**config.mk**
```make
export PLATFORM = sky130hd
export DESIGN_NAME = fsm_seq_param
export DESIGN_NICKNAME = d
export VERILOG_FILES = /design/src/rtl/fsm_seq_pkg.sv /design/src/rtl/fsm_dwell_cnt.sv /design/src/rtl/fsm_seq_param.sv
export SDC_FILE = /design/constraint.sdc
export NUM_CORES = 1
export LEC_CHECK = 0
export ABC_CLOCK_PERIOD_IN_PS = 2090
export CAP_MARGIN = 40
export CORE_MARGIN = 2
export CORE_UTILIZATION = 48
export DETAILED_ROUTE_END_ITERATION = 12
export PLACE_DENSITY_LB_ADDON = 0.25
export SYNTH_ARGS = -nofsm -noshare
export SYNTH_HDL_FRONTEND = slang
export SYNTH_SLANG_ARGS = --single-unit
export TNS_END_PERCENT = 100
```
**constraint.sdc**
```tcl
create_clock -name clk -period 2.09 [get_ports clk]
set_input_delay 0.3135 -clock clk [delete_from_list [all_inputs] [get_ports clk]]
set_output_delay 0.3135 -clock clk [all_outputs]
set_load 0.01 [all_outputs]
```
**src/rtl/fsm_seq_pkg.sv**
```systemverilog
// Shared types and helpers for the parametrised state sequencer.
package fsm_seq_pkg;

  typedef enum logic [1:0] {
    MODE_WRAP     = 2'b00,
    MODE_ONESHOT  = 2'b01,
    MODE_PINGPONG = 2'b10
  } seq_mode_t;

  localparam logic DIR_UP   = 1'b0;
  localparam logic DIR_DOWN = 1'b1;

  // Terminal position of a sweep in the given direction.
  function automatic int unsigned seq_end_state(input logic dir, input int unsigned n_states);
    return (dir == DIR_DOWN) ? 0 : n_states - 1;
  endfunction

endpackage

```
**src/rtl/fsm_dwell_cnt.sv**
```systemverilog
// Per-state dwell down-counter: reloads from i_dwell on entry to each state and
// flags expiry once the state has been held i_dwell+1 enabled cycles.
module fsm_dwell_cnt #(
  parameter int DWELL_W = 4
) (
  input  logic               clk,
  input  logic               rst_n,
  input  logic               i_clr,
  input  logic               i_en,
  input  logic [DWELL_W-1:0] i_dwell,
  output logic               o_expire
);

  logic [DWELL_W-1:0] r_cnt;
  logic               r_reload;
  logic [DWELL_W-1:0] w_rem;

  // On the first eligible cycle of a state the live dwell value is the count.
  assign w_rem    = r_reload ? i_dwell : r_cnt;
  assign o_expire = (w_rem == '0);

  always_ff @(posedge clk) begin
    if (!rst_n || i_clr) begin
      r_cnt    <= '0;
      r_reload <= 1'b1;
    end else if (i_en) begin
      if (o_expire) begin
        r_reload <= 1'b1;
      end else begin
        r_cnt    <= w_rem - DWELL_W'(1);
        r_reload <= 1'b0;
      end
    end
  end

endmodule

```
**src/rtl/fsm_seq_param.sv**
```systemverilog
// Run-time configurable state sequencer (wrap / one-shot / ping-pong).
// Optional per-state dwell enabled by defining FSM_SEQ_DWELL_EN.
module fsm_seq_param #(
  parameter int N_STATES = 16,
  parameter int STATE_W  = 5,
  parameter int DWELL_W  = 4
) (
  input  logic               clk,
  input  logic               rst_n,
  input  logic               start,
  input  logic               hold,
  input  logic               dir,
  input  logic [1:0]         mode,
  input  logic               load,
  input  logic [STATE_W-1:0] load_val,
`ifdef FSM_SEQ_DWELL_EN
  input  logic [DWELL_W-1:0] dwell,
`endif
  output logic [STATE_W-1:0] state,
  output logic               wrap,
  output logic               done,
  output logic               busy
);
  import fsm_seq_pkg::*;

  localparam logic [STATE_W-1:0] LAST   = STATE_W'(N_STATES - 1);
  localparam logic [STATE_W:0]   NS_EXT = (STATE_W + 1)'(N_STATES);

  if (N_STATES < 2 || N_STATES > 256 || (2 ** STATE_W) < N_STATES || DWELL_W < 1) begin : g_bad_cfg
    $error("fsm_seq_param: illegal parameter combination");
  end

  logic [STATE_W-1:0] r_state, w_state_nxt, w_end;
  logic               r_wrap, w_wrap_nxt;
  logic               r_done, w_done_nxt;
  logic               r_busy;
  logic               r_pp_dn, w_pp_dn_nxt;
  logic               w_legal, w_load_ok, w_adv_ok, w_expire;

  assign w_legal   = ({1'b0, r_state} < NS_EXT);
  assign w_load_ok = ({1'b0, load_val} < NS_EXT);
  assign w_end     = STATE_W'(seq_end_state(dir, N_STATES));
  assign w_adv_ok  = ~load & w_legal & start;

`ifdef FSM_SEQ_DWELL_EN
  fsm_dwell_cnt #(.DWELL_W(DWELL_W)) u_dwell (
    .clk      (clk),
    .rst_n    (rst_n),
    .i_clr    (~w_adv_ok),
    .i_en     (w_adv_ok),
    .i_dwell  (dwell),
    .o_expire (w_expire)
  );
`else
  assign w_expire = 1'b1;
`endif

  always_comb begin
    w_state_nxt = r_state;
    w_wrap_nxt  = 1'b0;
    w_done_nxt  = r_done;
    w_pp_dn_nxt = r_pp_dn;
    if (load) begin
      w_state_nxt = w_load_ok ? load_val : '0;
      w_done_nxt  = 1'b0;
    end else if (!w_legal) begin
      w_state_nxt = '0;
    end else if (!start) begin
      if (!hold) begin
        w_state_nxt = '0;
        w_done_nxt  = 1'b0;
        w_pp_dn_nxt = 1'b0;
      end
    end else if (w_expire) begin
      case (mode)
        MODE_ONESHOT: begin
          // Once done the state is frozen even if dir changes afterwards.
          if (!r_done) begin
            if (r_state == w_end) begin
              w_done_nxt = 1'b1;
            end else begin
              w_state_nxt = (dir == DIR_DOWN) ? r_state - STATE_W'(1) : r_state + STATE_W'(1);
              if (w_state_nxt == w_end) begin
                w_done_nxt = 1'b1;
                w_wrap_nxt = 1'b1;
              end
            end
          end
        end
        MODE_PINGPONG: begin
          if (!r_pp_dn) begin
            if (r_state == LAST) begin
              w_state_nxt = LAST - STATE_W'(1);
              w_pp_dn_nxt = 1'b1;
            end else begin
              w_state_nxt = r_state + STATE_W'(1);
            end
          end else begin
            if (r_state == '0) begin
              w_state_nxt = STATE_W'(1);
              w_pp_dn_nxt = 1'b0;
            end else begin
              w_state_nxt = r_state - STATE_W'(1);
            end
          end
          w_wrap_nxt = (w_state_nxt == '0);
        end
        default: begin
          if (dir == DIR_DOWN) begin
            w_state_nxt = (r_state == '0) ? LAST : r_state - STATE_W'(1);
            w_wrap_nxt  = (r_state == '0);
          end else begin
            w_state_nxt = (r_state == LAST) ? '0 : r_state + STATE_W'(1);
            w_wrap_nxt  = (r_state == LAST);
          end
        end
      endcase
    end
  end

  always_ff @(posedge clk) begin
    if (!rst_n) begin
      r_state <= '0;
      r_wrap  <= 1'b0;
      r_done  <= 1'b0;
      r_busy  <= 1'b0;
      r_pp_dn <= 1'b0;
    end else begin
      r_state <= w_state_nxt;
      r_wrap  <= w_wrap_nxt;
      r_done  <= w_done_nxt;
      r_busy  <= start & ~r_done;
      r_pp_dn <= w_pp_dn_nxt;
    end
  end

  assign state = r_state;
  assign wrap  = r_wrap;
  assign done  = r_done;
  assign busy  = r_busy;

endmodule

```
==> impl_metrics.ini <==
[drt]
firstDrtPassIters = 5
num_vias = 1480
routed_wl_um = 4090
wl_met1_um = 1650
wire_per_inst_um = 17.4
wl_met2_um = 2030
top_layer = met4
drt_iter0_drc = 84
wl_met3_um = 338
viasPerCell = 6.30
ant_nets = 0
drc = 0

[critical_path]
crit_fanout = 4
reg2reg_slack_ps = 70
critPathLaunchType = flop
cp-startpoint = state[0]
crit_required_ps = 2290
regToRegStartpoint = state[0]
worst_setup_path_end_kind = flop
r2r-end = wrap
reg2reg_depth = 10
arrival_ps = 2210
worstSetupPathType = reg -> reg

[pwr]
p_clk_share_pct = 19.3
p_int_uw = 441
p_sw_uw = 266
ir_drop_v = 0.000466
power_density_mw_per_mm2 = 407
p_seq_share_pct = 26.7
swShare_pct = 37.6
p_leak_nw = 0.682
combPwrFrac_pct = 54.1

[synthesis]
synth_xor_area_share_pct = 3.46
synth_top_cell_by_area = dfxtp_1
synthesis.nets = 183
synth_seq_cells = 9
avgSynthCellArea_um2 = 7.82
synthTopCellsByArea = dfxtp_1, ha_1, o21ai_0
ys_async_sr_fraction_pct = 0
yosysWarningCount = 0
synthMuxAreaShare_pct = 1.58
synth_edf_count = 0
yosysSeqAreaShare_pct = 14.2
syn_inst = 162
synthFlopType = dfxtp_1
synth_compound_area_share_pct = 35.2
synth_top_family_by_area = compound AO/OA/AOI/OAI gates
synthDistinctLibCells = 57
synth-simple-area-share_pct = 26.9
syn-cell-area_mm2 = 0.00127
synth_fa_ha_area_share_pct = 7.91
netlist.area_leader.share_pct = 14.2

[timing]
hold_violations = 0
finalMaxSlewViolations = 0
layout_setup_ws_ps = 71.3
layout_min_cycle_time_ps = 2020
finClkSkew_ps = 1.27
max_freq_mhz = 495
slew_headroom_pct = 69.0
setup_viol = 0
worst_pin_slew_ps = 465
timing.final.crit_share_pct = 96.6

[cells_and_area]
syn2layout_area_growth_pct = 37.2
drive_gt1_share_pct = 25.4
finalNetCount = 227
insertedDiodeCount = 0
final_util_pct = 69.5
final_area_mm2 = 0.00174
layout.cells.most_common_list = buf_4, clkdlybuf4s50_1, inv_1
final_common_cell = buf_4

[grt]
antenna_found_initial = 0
gr-total-overflow = 0
grt_max_degree = 17
grt_pass1_wl_um = 6590
grt.total_usage_pct = 26.8
grt_pass1_vias = 1409

[floorplan]
rows = 18
die_h_um = 55.4
die_w_um = 55.4
start_util_pct = 50.7
core_area_mm2 = 0.00250
ios = 21
die_area_mm2 = 0.00306

[clock_network]
htree_levels = 1
numCtsBuffers = 3
hold_buffers = 0
cts.path.max_buffers = 2
cts_sinks = 9
cts_tree = done
clk_latency_ps = 260
clk_pin_slew_ps = 60
cts_root_buf = clkbuf_4

[placement]
place_ws_ps = -77.9
gp_congestion = 0.912
place_hpwl_um = 3140
placed_area_mm2 = 0.00165
port_buffers = 20

[run]
maxCapViolCount = 0

[hold_path]
hold_end = busy
whs_path_depth = 1
timing.hold.worst.class = reg -> reg
hold_start = done

[run_status]
outcome = completed
## area by class of cell
| class | count | area, um2 |
|---|---|---|
| Inverter | 14 | 52.6 |
| Fill cell | 215 | 763 |
| Sequential cell | 9 | 183 |
| Multi-Input combinational cell | 127 | 1000 |
| Tap cell | 30 | 37.5 |
| Timing Repair Buffer | 51 | 433 |
| Clock buffer | 4 | 26.3 |
## sequential cells by signal, indices dropped and copies added, names as in the netlist
signal,flops
state,5
busy,1
done,1
r_pp_dn,1
wrap,1
## cell families (layout without fill, tap and decap cells)
logic type	count (synthesis)	after routing
compound gates	56	56
xor+xnor	5	5
fa+ha+maj	8	8
buf+inv	26	69
flops	9	9
mux	2	2
simple gates	56	56
## per-stage QoR
| step | hold slack, ps | cells | total power [mW] | TNS (ps) |
|---|---|---|---|---|
| global placement | 543 | 230 | 0.535 | -12.9 |
| finish | 566 | 235 | 0.707 | 0 |
| CTS | 560 | 235 | 0.683 | -8.53 |
| global route | 586 | 235 | 0.744 | -18.8 |
| floorplan | 445 | 162 | 0.404 | 0 |
| detailed placement | 545 | 230 | 0.545 | -155 |
## synthesized netlist by cell type (4+ instances only)
cell / count
a21boi_0: 5
o21ai_0: 13
a31oi_1: 6
nand2b_1: 7
buf_2: 4
xnor2_1: 4
a221oi_1: 4
nor2_1: 7
nand3_1: 6
ha_1: 8
buf_6: 4
a21oi_1: 4
inv_1: 14
nand2_1: 12
dfxtp_1: 9
## worst max path at each step
stage | depth (start not counted) | to
2_1_floorplan | 10 | done
3_3_place_gp | 7 | state[4]
3_5_place_dp | 7 | done
4_1_cts | 9 | state[1]
5_1_grt | 9 | state[1]
6_report | 10 | wrap
## power groups by stage
stage | clock network [mW] | logic, mW | registers, mW
final | 0.136 | 0.382 | 0.189
after global routing | 0.145 | 0.409 | 0.189
after CTS | 0.138 | 0.359 | 0.186
after detailed placement | 0 | 0.356 | 0.189
after global placement | 0 | 0.346 | 0.188
after floorplan | 0 | 0.208 | 0.197
## critical path, cell delays in order, from the launching register on
cell and delay, ps:
dfxtp_2 370, buf_4 130, inv_1 80, ha_4 190
buf_4 140, nand2b_1 170, nand4b_1 240, a41oi_2 290
buf_4 160, nand3_1 60, a21oi_1 130
## per-layer routing
layer	track usage, %	up-vias
met5	0	-
met4	8.01	0
met3	4.68	12
met2	46.3	90
met1	33.8	682
li1	-	696
## timing repair
item	in CTS	in global routing
buffers inserted	1	0
resized for setup	1	13
setup endpoints to repair	2	5
pin swaps	1	4
No activity file was read; power rests on OpenSTA's default activity.
